## src/rtl/seq_detector_param_pkg.sv

```systemverilog
`default_nettype none
// ============================================================================
// Module : seq_detector_param_pkg
// Brief  : Shared state encoding and width helper for the pattern detector.
// Rev    : 1.0  initial release
// ============================================================================
package seq_detector_param_pkg;

    typedef enum logic [1:0] {
        ST_IDLE    = 2'd0,
        ST_FILLING = 2'd1,
        ST_ARMED   = 2'd2
    } state_e;

    // Width needed to hold a fill count ranging over 0..pat_w inclusive.
    function automatic int fill_w(input int pat_w);
        return $clog2(pat_w + 1);
    endfunction

endpackage
`default_nettype wire

```

## src/rtl/seq_detector_param_sat_counter.sv

```systemverilog
`default_nettype none
// ============================================================================
// Module : sat_counter
// Brief  : Saturating up-counter with synchronous clear and registered flag.
// Rev    : 1.0  initial release
// ============================================================================
module sat_counter #(
    parameter int W = 8
) (
    input  logic         clk,
    input  logic         nrst,
    input  logic         clr,
    input  logic         inc,
    output logic [W-1:0] cnt,
    output logic         sat
);

    logic [W-1:0] cnt_q;
    logic [W-1:0] cnt_d;
    logic         sat_q;
    logic         sat_d;

    always_comb begin
        cnt_d = cnt_q;
        if (clr) begin
            cnt_d = '0;
        end else if (inc && !sat_q) begin
            cnt_d = cnt_q + W'(1);
        end
        sat_d = &cnt_d;
    end

    always_ff @(posedge clk or negedge nrst) begin
        if (!nrst) begin
            cnt_q <= '0;
            sat_q <= 1'b0;
        end else begin
            cnt_q <= cnt_d;
            sat_q <= sat_d;
        end
    end

    assign cnt = cnt_q;
    assign sat = sat_q;

endmodule
`default_nettype wire

```

## src/rtl/seq_detector_param.sv

```systemverilog
`default_nettype none
// ============================================================================
// Module : seq_detector_param
// Brief  : Serial bit-pattern detector with overlap mode, enable, clear and
//          saturating hit counter. Registered one-cycle match pulse.
// Rev    : 1.0  initial release
// ============================================================================
module seq_detector_param
    import seq_detector_param_pkg::*;
#(
    parameter int               PAT_W   = 3,
    parameter logic [PAT_W-1:0] PATTERN = 3'b110,
    parameter int               CNT_W   = 8
) (
    input  logic             clk,
    input  logic             nrst,
    input  logic             en,
    input  logic             x,
    input  logic             overlap,
    input  logic             clr,
    output logic             y,
    output logic [CNT_W-1:0] hit_cnt,
    output logic             cnt_sat
);

    localparam int               FILL_W    = fill_w(PAT_W);
    localparam logic [FILL_W-1:0] FILL_FULL = FILL_W'(PAT_W);

    logic [PAT_W-1:0]  hist_q;
    logic [PAT_W-1:0]  hist_d;
    logic [FILL_W-1:0] fill_q;
    logic [FILL_W-1:0] fill_d;
    logic              y_q;
    logic              y_d;

    logic [PAT_W-1:0]  hist_n;
    logic [FILL_W-1:0] fill_n;
    logic              match;
    state_e            state;

    // The FSM state is fully implied by how many history bits are valid.
    always_comb begin
        if (fill_q == '0) begin
            state = ST_IDLE;
        end else if (fill_q == FILL_FULL) begin
            state = ST_ARMED;
        end else begin
            state = ST_FILLING;
        end
    end

    always_comb begin
        hist_n = {hist_q[PAT_W-2:0], x};
        fill_n = (state == ST_ARMED) ? FILL_FULL : fill_q + FILL_W'(1);
        match  = !clr && en && (fill_n == FILL_FULL) && (hist_n == PATTERN);

        hist_d = hist_q;
        fill_d = fill_q;
        y_d    = 1'b0;
        if (clr) begin
            hist_d = '0;
            fill_d = '0;
        end else if (en) begin
            hist_d = hist_n;
            if (match) begin
                y_d    = 1'b1;
                fill_d = overlap ? FILL_FULL : '0;
            end else begin
                fill_d = fill_n;
            end
        end
    end

    always_ff @(posedge clk or negedge nrst) begin
        if (!nrst) begin
            hist_q <= '0;
            fill_q <= '0;
            y_q    <= 1'b0;
        end else begin
            hist_q <= hist_d;
            fill_q <= fill_d;
            y_q    <= y_d;
        end
    end

    sat_counter #(
        .W (CNT_W)
    ) u_sat_counter (
        .clk  (clk),
        .nrst (nrst),
        .clr  (clr),
        .inc  (match),
        .cnt  (hit_cnt),
        .sat  (cnt_sat)
    );

    assign y = y_q;

endmodule
`default_nettype wire

```

## config.mk

```make
export PLATFORM = sky130hd
export DESIGN_NAME = seq_detector_param
export DESIGN_NICKNAME = d
export VERILOG_FILES = /design/src/rtl/seq_detector_param_pkg.sv /design/src/rtl/seq_detector_param_sat_counter.sv /design/src/rtl/seq_detector_param.sv
export SDC_FILE = /design/constraint.sdc
export NUM_CORES = 1
export LEC_CHECK = 0
export ABC_AREA = 0
export CAP_MARGIN = 20
export CORE_UTILIZATION = 43
export CTS_CLUSTER_DIAMETER = 40
export DETAILED_ROUTE_END_ITERATION = 10
export PLACE_DENSITY = 0.72
export SLEW_MARGIN = 40
export SYNTH_ARGS = -nofsm -noshare
export SYNTH_HDL_FRONTEND = slang
export SYNTH_SLANG_ARGS = --single-unit
```

## constraint.sdc

```tcl
create_clock -name clk -period 1.5 [get_ports clk]
set_input_delay 0.45 -clock clk [delete_from_list [all_inputs] [get_ports clk]]
set_output_delay 0.45 -clock clk [all_outputs]
set_load 0.03 [all_outputs]
```

* Word level (Yosys, flattened, before mapping) *
Index checks and enable logic that the tools add are counted.

storage, ports and cells
  input bits = 6
  output and inout port bits = 10
  bits in registers = 14
  word-level logic and storage cells = 34

operators by class
  multiplexer cells = 14
  equality and inequality tests = 4
  add/subtract/negate cells = 2
  reduce and logical (&&, ||, !) cells = 9

operator list
  cell                                                            count
  2-bit two-way mux                                               9
  8-bit two-way mux                                               2
  8-bit by 1-bit adder with 8-bit output (second input constant)  1
  8-bit AND reduction                                             1
  2-bit equality test (second input constant)                     3
  1-bit logical AND                                               4
  3-bit equality test (second input constant)                     1
  1-bit two-way mux                                               3
  2-bit by 1-bit adder with 2-bit output (second input constant)  1
  1-bit logical NOT                                               2
  2-bit logical NOT                                               1
  2-bit nonzero test                                              1

* Logic depth before layout (Yosys ltp) *
Gate-level depths: netlist (run 1).

  depth in word-level cells = 12
  gate-level depth with buffers = 5
  depth with buffers taken out = 5

* Hierarchy *
Synthesis (run 1) repeated with hierarchy kept, for this count alone.

second synthesis, totals
  cell total of the unflattened synthesis = 68
  area total of the unflattened synthesis = 732.0 um2

by module, submodules not included
  module              area each (um2)  cells an instance  sequential area each (um2)  instances
  sat_counter         490.5            49                 225.2                       1
  seq_detector_param  241.5            19                 125.1                       1

* Worst setup path before layout (run 1) *
Ideal clock, no wire load.

  path type = reg-to-reg
  start = reg u_sat_counter.cnt_q[0], in the netlist u_sat_counter.cnt[0]
  end = reg u_sat_counter.sat_q, in the netlist u_sat_counter.sat
  stages on the path, launching flop included = 6
  data arrival time = 1.663 ns
  path buffers = 0
  clock period less this slack = 1.784 ns
  path slack = -0.284 ns
  data required time = 1.379 ns
  library setup time = 0.121 ns
  path through = dfrtp_1 > ha_1 > a21oi_1 > or4_1 > a32oi_1 > and4bb_1

on the way
  longest elaborated chain between the ends = 4

RTL lines
  element                                 line                                  text
  start: declaration                      seq_detector_param_sat_counter.sv:18  logic [W-1:0] cnt_q;
  start signal: assignment                seq_detector_param_sat_counter.sv:38  cnt_q <= cnt_d;
  8-bit by 1-bit adder with 8-bit output  seq_detector_param_sat_counter.sv:28  cnt_d = cnt_q + W'(1);
  8-bit two-way mux *                     seq_detector_param_sat_counter.sv:27  end else if (inc && !sat_q) begin
  8-bit two-way mux *                     seq_detector_param_sat_counter.sv:25  if (clr) begin
  8-bit AND reduction *                   seq_detector_param_sat_counter.sv:30  sat_d = &cnt_d;
  named net u_sat_counter.sat_d           seq_detector_param_sat_counter.sv:21  logic sat_d;
  end signal: assignment                  seq_detector_param_sat_counter.sv:39  sat_q <= sat_d;
  end: declaration                        seq_detector_param_sat_counter.sv:20  logic sat_q;

The timed path passes the listed nets; every way through them passes the cells marked *.
A chain may end at the register's enable or synchronous reset.

* Worst setup path after layout (run 1) *
  start = reg u_sat_counter.sat_q, in the netlist u_sat_counter.sat
  end = reg u_sat_counter.sat_q, in the netlist u_sat_counter.sat

on the way
  longest elaborated chain between the ends = 5

RTL lines
  element                           line                                  text
  1-bit logical NOT                 seq_detector_param_sat_counter.sv:27
  1-bit logical AND                 seq_detector_param_sat_counter.sv:27
  8-bit two-way mux                 seq_detector_param_sat_counter.sv:27
  8-bit two-way mux                 seq_detector_param_sat_counter.sv:25
  named net u_sat_counter.cnt_d[7]  seq_detector_param_sat_counter.sv:19  logic [W-1:0] cnt_d;
  8-bit AND reduction               seq_detector_param_sat_counter.sv:30
  named net u_sat_counter.sat_d     seq_detector_param_sat_counter.sv:21

The timed path passes the listed nets, and every way through them passes these cells.

==> results of run 1 <==
[final cells by class]
type                            instances  area, um2
Tap cell                               16       20.0
Multi-Input combinational cell         58        469
Fill cell                             113        353
Timing Repair Buffer                   43        332
Clock buffer                            4       36.3
Sequential cell                        14        355
Inverter                                3       11.3
[registers in the layout, summed over array words and instances (netlist names)]
register,count
u_sat_counter.cnt,8
hist_q,2
u_sat_counter.sat,1
fill_q,2
y,1
[stage by stage]
| step | instances | utilization (%) | setup TNS (ps) | setup WS (ps) | hold slack, ps |
|---|---|---|---|---|---|
| final | 138 | 77.6 | -139 | -139 | 472 |
| after global placement | 130 | 68.4 | -4820 | -608 | 550 |
| after global routing | 138 | 77.6 | -291 | -223 | 481 |
| after detailed placement | 130 | 68.4 | -5170 | -672 | 568 |
| after CTS | 136 | 75.5 | -178 | -178 | 476 |
| after floorplan | 78 | - | -242 | -220 | 154 |
[layout by cell type (no fill, tap or decap), drive strengths merged]
cell,n
ha,1
buf,35
nand3,4
inv,3
nor3,2
clkdlybuf4s50,2
o221ai,1
and3b,1
nor2,12
and4bb,2
nand4bb,1
mux2i,2
nor2b,1
nand2b,2
nand2,4
nand4,1
nor4,5
a32oi,1
and2,1
dlygate4sd2,2
or4,1
clkbuf,8
xnor2,5
mux2,2
nand4b,1
o31ai,1
dfrtp,14
a21oi,4
nand3b,1
o21ai,1
o2111ai,1
[cells in the mapped netlist (all sizes together) (2+ instances only)]
cell type | count | area [um2]
nand2b | 2 | 12.5
nand2 | 4 | 15.0
xnor2 | 5 | 43.8
nor4 | 5 | 31.3
nand3 | 4 | 20.0
mux2 | 2 | 22.5
and4bb | 2 | 25.0
inv | 3 | 11.3
a21oi | 4 | 20.0
mux2i | 2 | 20.0
buf | 2 | 10.0
nor2 | 12 | 45.0
dfrtp | 14 | 350
nor3 | 2 | 10.0
[power by group]
group,internal (mW),total (mW),switching [mW]
Clock,0.148,0.277,0.130
Combinational,0.0358,0.0710,0.0352
Sequential,0.383,0.389,0.00587
Total,0.566,0.737,0.171
[worst max-delay path by stage]
| stage | start | end | slack, ps | cells after the start |
|---|---|---|---|---|
| 2_1_floorplan | clr | u_sat_counter.sat | -220 | 5 |
| 3_3_place_gp | clr | u_sat_counter.sat | -610 | 5 |
| 3_5_place_dp | clr | u_sat_counter.sat | -670 | 5 |
| 4_1_cts | u_sat_counter.cnt[0] | u_sat_counter.sat | -180 | 5 |
| 5_1_grt | u_sat_counter.sat | u_sat_counter.sat | -220 | 5 |
| 6_report | u_sat_counter.sat | u_sat_counter.sat | -140 | 5 |
[routing by layer]
layer | global-route usage, % | share of wire, %
met3 | 4.17 | 6.2
met2 | 47.8 | 50
met4 | 13.3 | 2.0
met5 | 0 | 0
met1 | 31.4 | 42
[worst max-delay path, cell delays in order (launching register included)]
cell and delay [ps]:
dfrtp_1 380, nand3b_1 220, buf_4 180, nor4_4 240, mux2_4 330, and4bb_1 180
[what timing repair did]
item,CTS,global route
setup endpoints to repair,14,11
buffers inserted,2,4
cloned,0,0
pin swaps,5,7
gates resized for setup,16,13
[cells by family (layout without fill, tap and decap cells)]
group                    Yosys count  after routing
flip-flops                        14             14
AND/OR/NAND/NOR                   39             39
adder cells (fa/ha/maj)            1              1
buffers and inverters              6             50
XOR/XNOR                           5              5
multiplexers                       4              4
AO/OA/AOI/OAI                      9              9
==> metrics.txt, run 1 <==
outcome=finished, violations left; failing checks=negative setup slack; syn_nets=85; sequential-to-total area share from yosys stat=46.4%; CTS tree=done; layout cell share with drive strength beyond 1=46.7%; core area=1580 um2; row count=14; H-tree levels=1; Final min period=1640 ps; Num CTS Buffers=3; crit end category=flip-flop; First DRT Iteration DRCs=28; via/cell ratio=5.80; CTS root buf=clkbuf_4; reg2reg end=u_sat_counter.sat; Slew HR=80.7%; CP Launch Type=flip-flop; Final WS setup=-139 ps; Post-DRT Antenna Nets=0; # diodes=0; final WL=2.33 mm; Clk pin slew, worst setup/hold paths=90 ps; Post-Syn Area per Cell=9.67 um2; Pleak=0.594 nW; Fin. Hold Viols=0; global-route wire length before repair=3.66 mm; number of global-route vias before repair=797; gpl congestion=0.845; Layout area overhead=62.2%; Crit Path Max Fanout=3; Die H=43.9 um; drc violations=0; Max IR drop VDD=0.463 mV; initial core utilization=47.9%; Fmax=610 MHz; First-pass DRT Iterations=6; WL/cell=16.8 um; multiplexer area fraction after synthesis=5.64%; worst r2r path cells=5; simple-gate share of the synthesized area=29.4%; clock skew=4.03 ps; GR Util All Layers=26.9%; hpwl dp=1.39 mm; R2R Setup Slk=-140 ps; synthesized flop and latch total=14; initial antenna violation count=0; Syn. warnings=0; largest net degree at the start of global routing=15; largest family of logic cells by synthesized area=simple AND/OR/NAND/NOR gates; count of final setup violators=1; Setup CP Type=reg2reg; number of flops mapped to enable cells by yosys=0; crit share post-route=109%; library cells used by synthesis=30; die area=1930 um2; Critical Path RT=1670 ps; Reg-to-Reg Start=u_sat_counter.sat; max_cap viols=0; clk_lat worst skew=280 ps; IO Port Bufs=15; Non-Filler Cell Area, Final=1220 um2; Ports=16; post-synthesis compound-gate area fraction=7.79%; dpl cell area=1080 um2; Post-Synth Adder-Cell Area=1.66%; # nets final=130; pin slew with the least headroom to its limit=287 ps; HP Class=in2async; RSZ-0062 raised after global routing=yes; Die Span X=43.9 um; overall via count from detail_route=801; total chip power=737 uW; final slew viol count=0; crit path DAT=1810 ps; Mapped Cells=78; synthesized cell area=754 um2; gr ovfl total=0; prevailing post-synth register cell=dfrtp_1; XOR/XNOR Fraction of Synth Area=5.80%; cts hold-fix bufs=0; Async SR Flop Fraction=100%; clock sinks=14; largest buffer count on any clock path=2; pwr dens=602 nW/um2
Power figures use the tool's default switching activity.
==> inputs of run 2 (changes only) <==
--- a/config.mk
+++ b/config.mk
@@ -6,6 +6,7 @@
 export NUM_CORES = 1
 export LEC_CHECK = 0
 export ABC_AREA = 0
+export ABC_CLOCK_PERIOD_IN_PS = 1500
 export CAP_MARGIN = 20
 export CORE_UTILIZATION = 43
 export CTS_CLUSTER_DIAMETER = 40
==> results of run 2 <==
Final layout, timing and power as in run 1 (identical DEF).
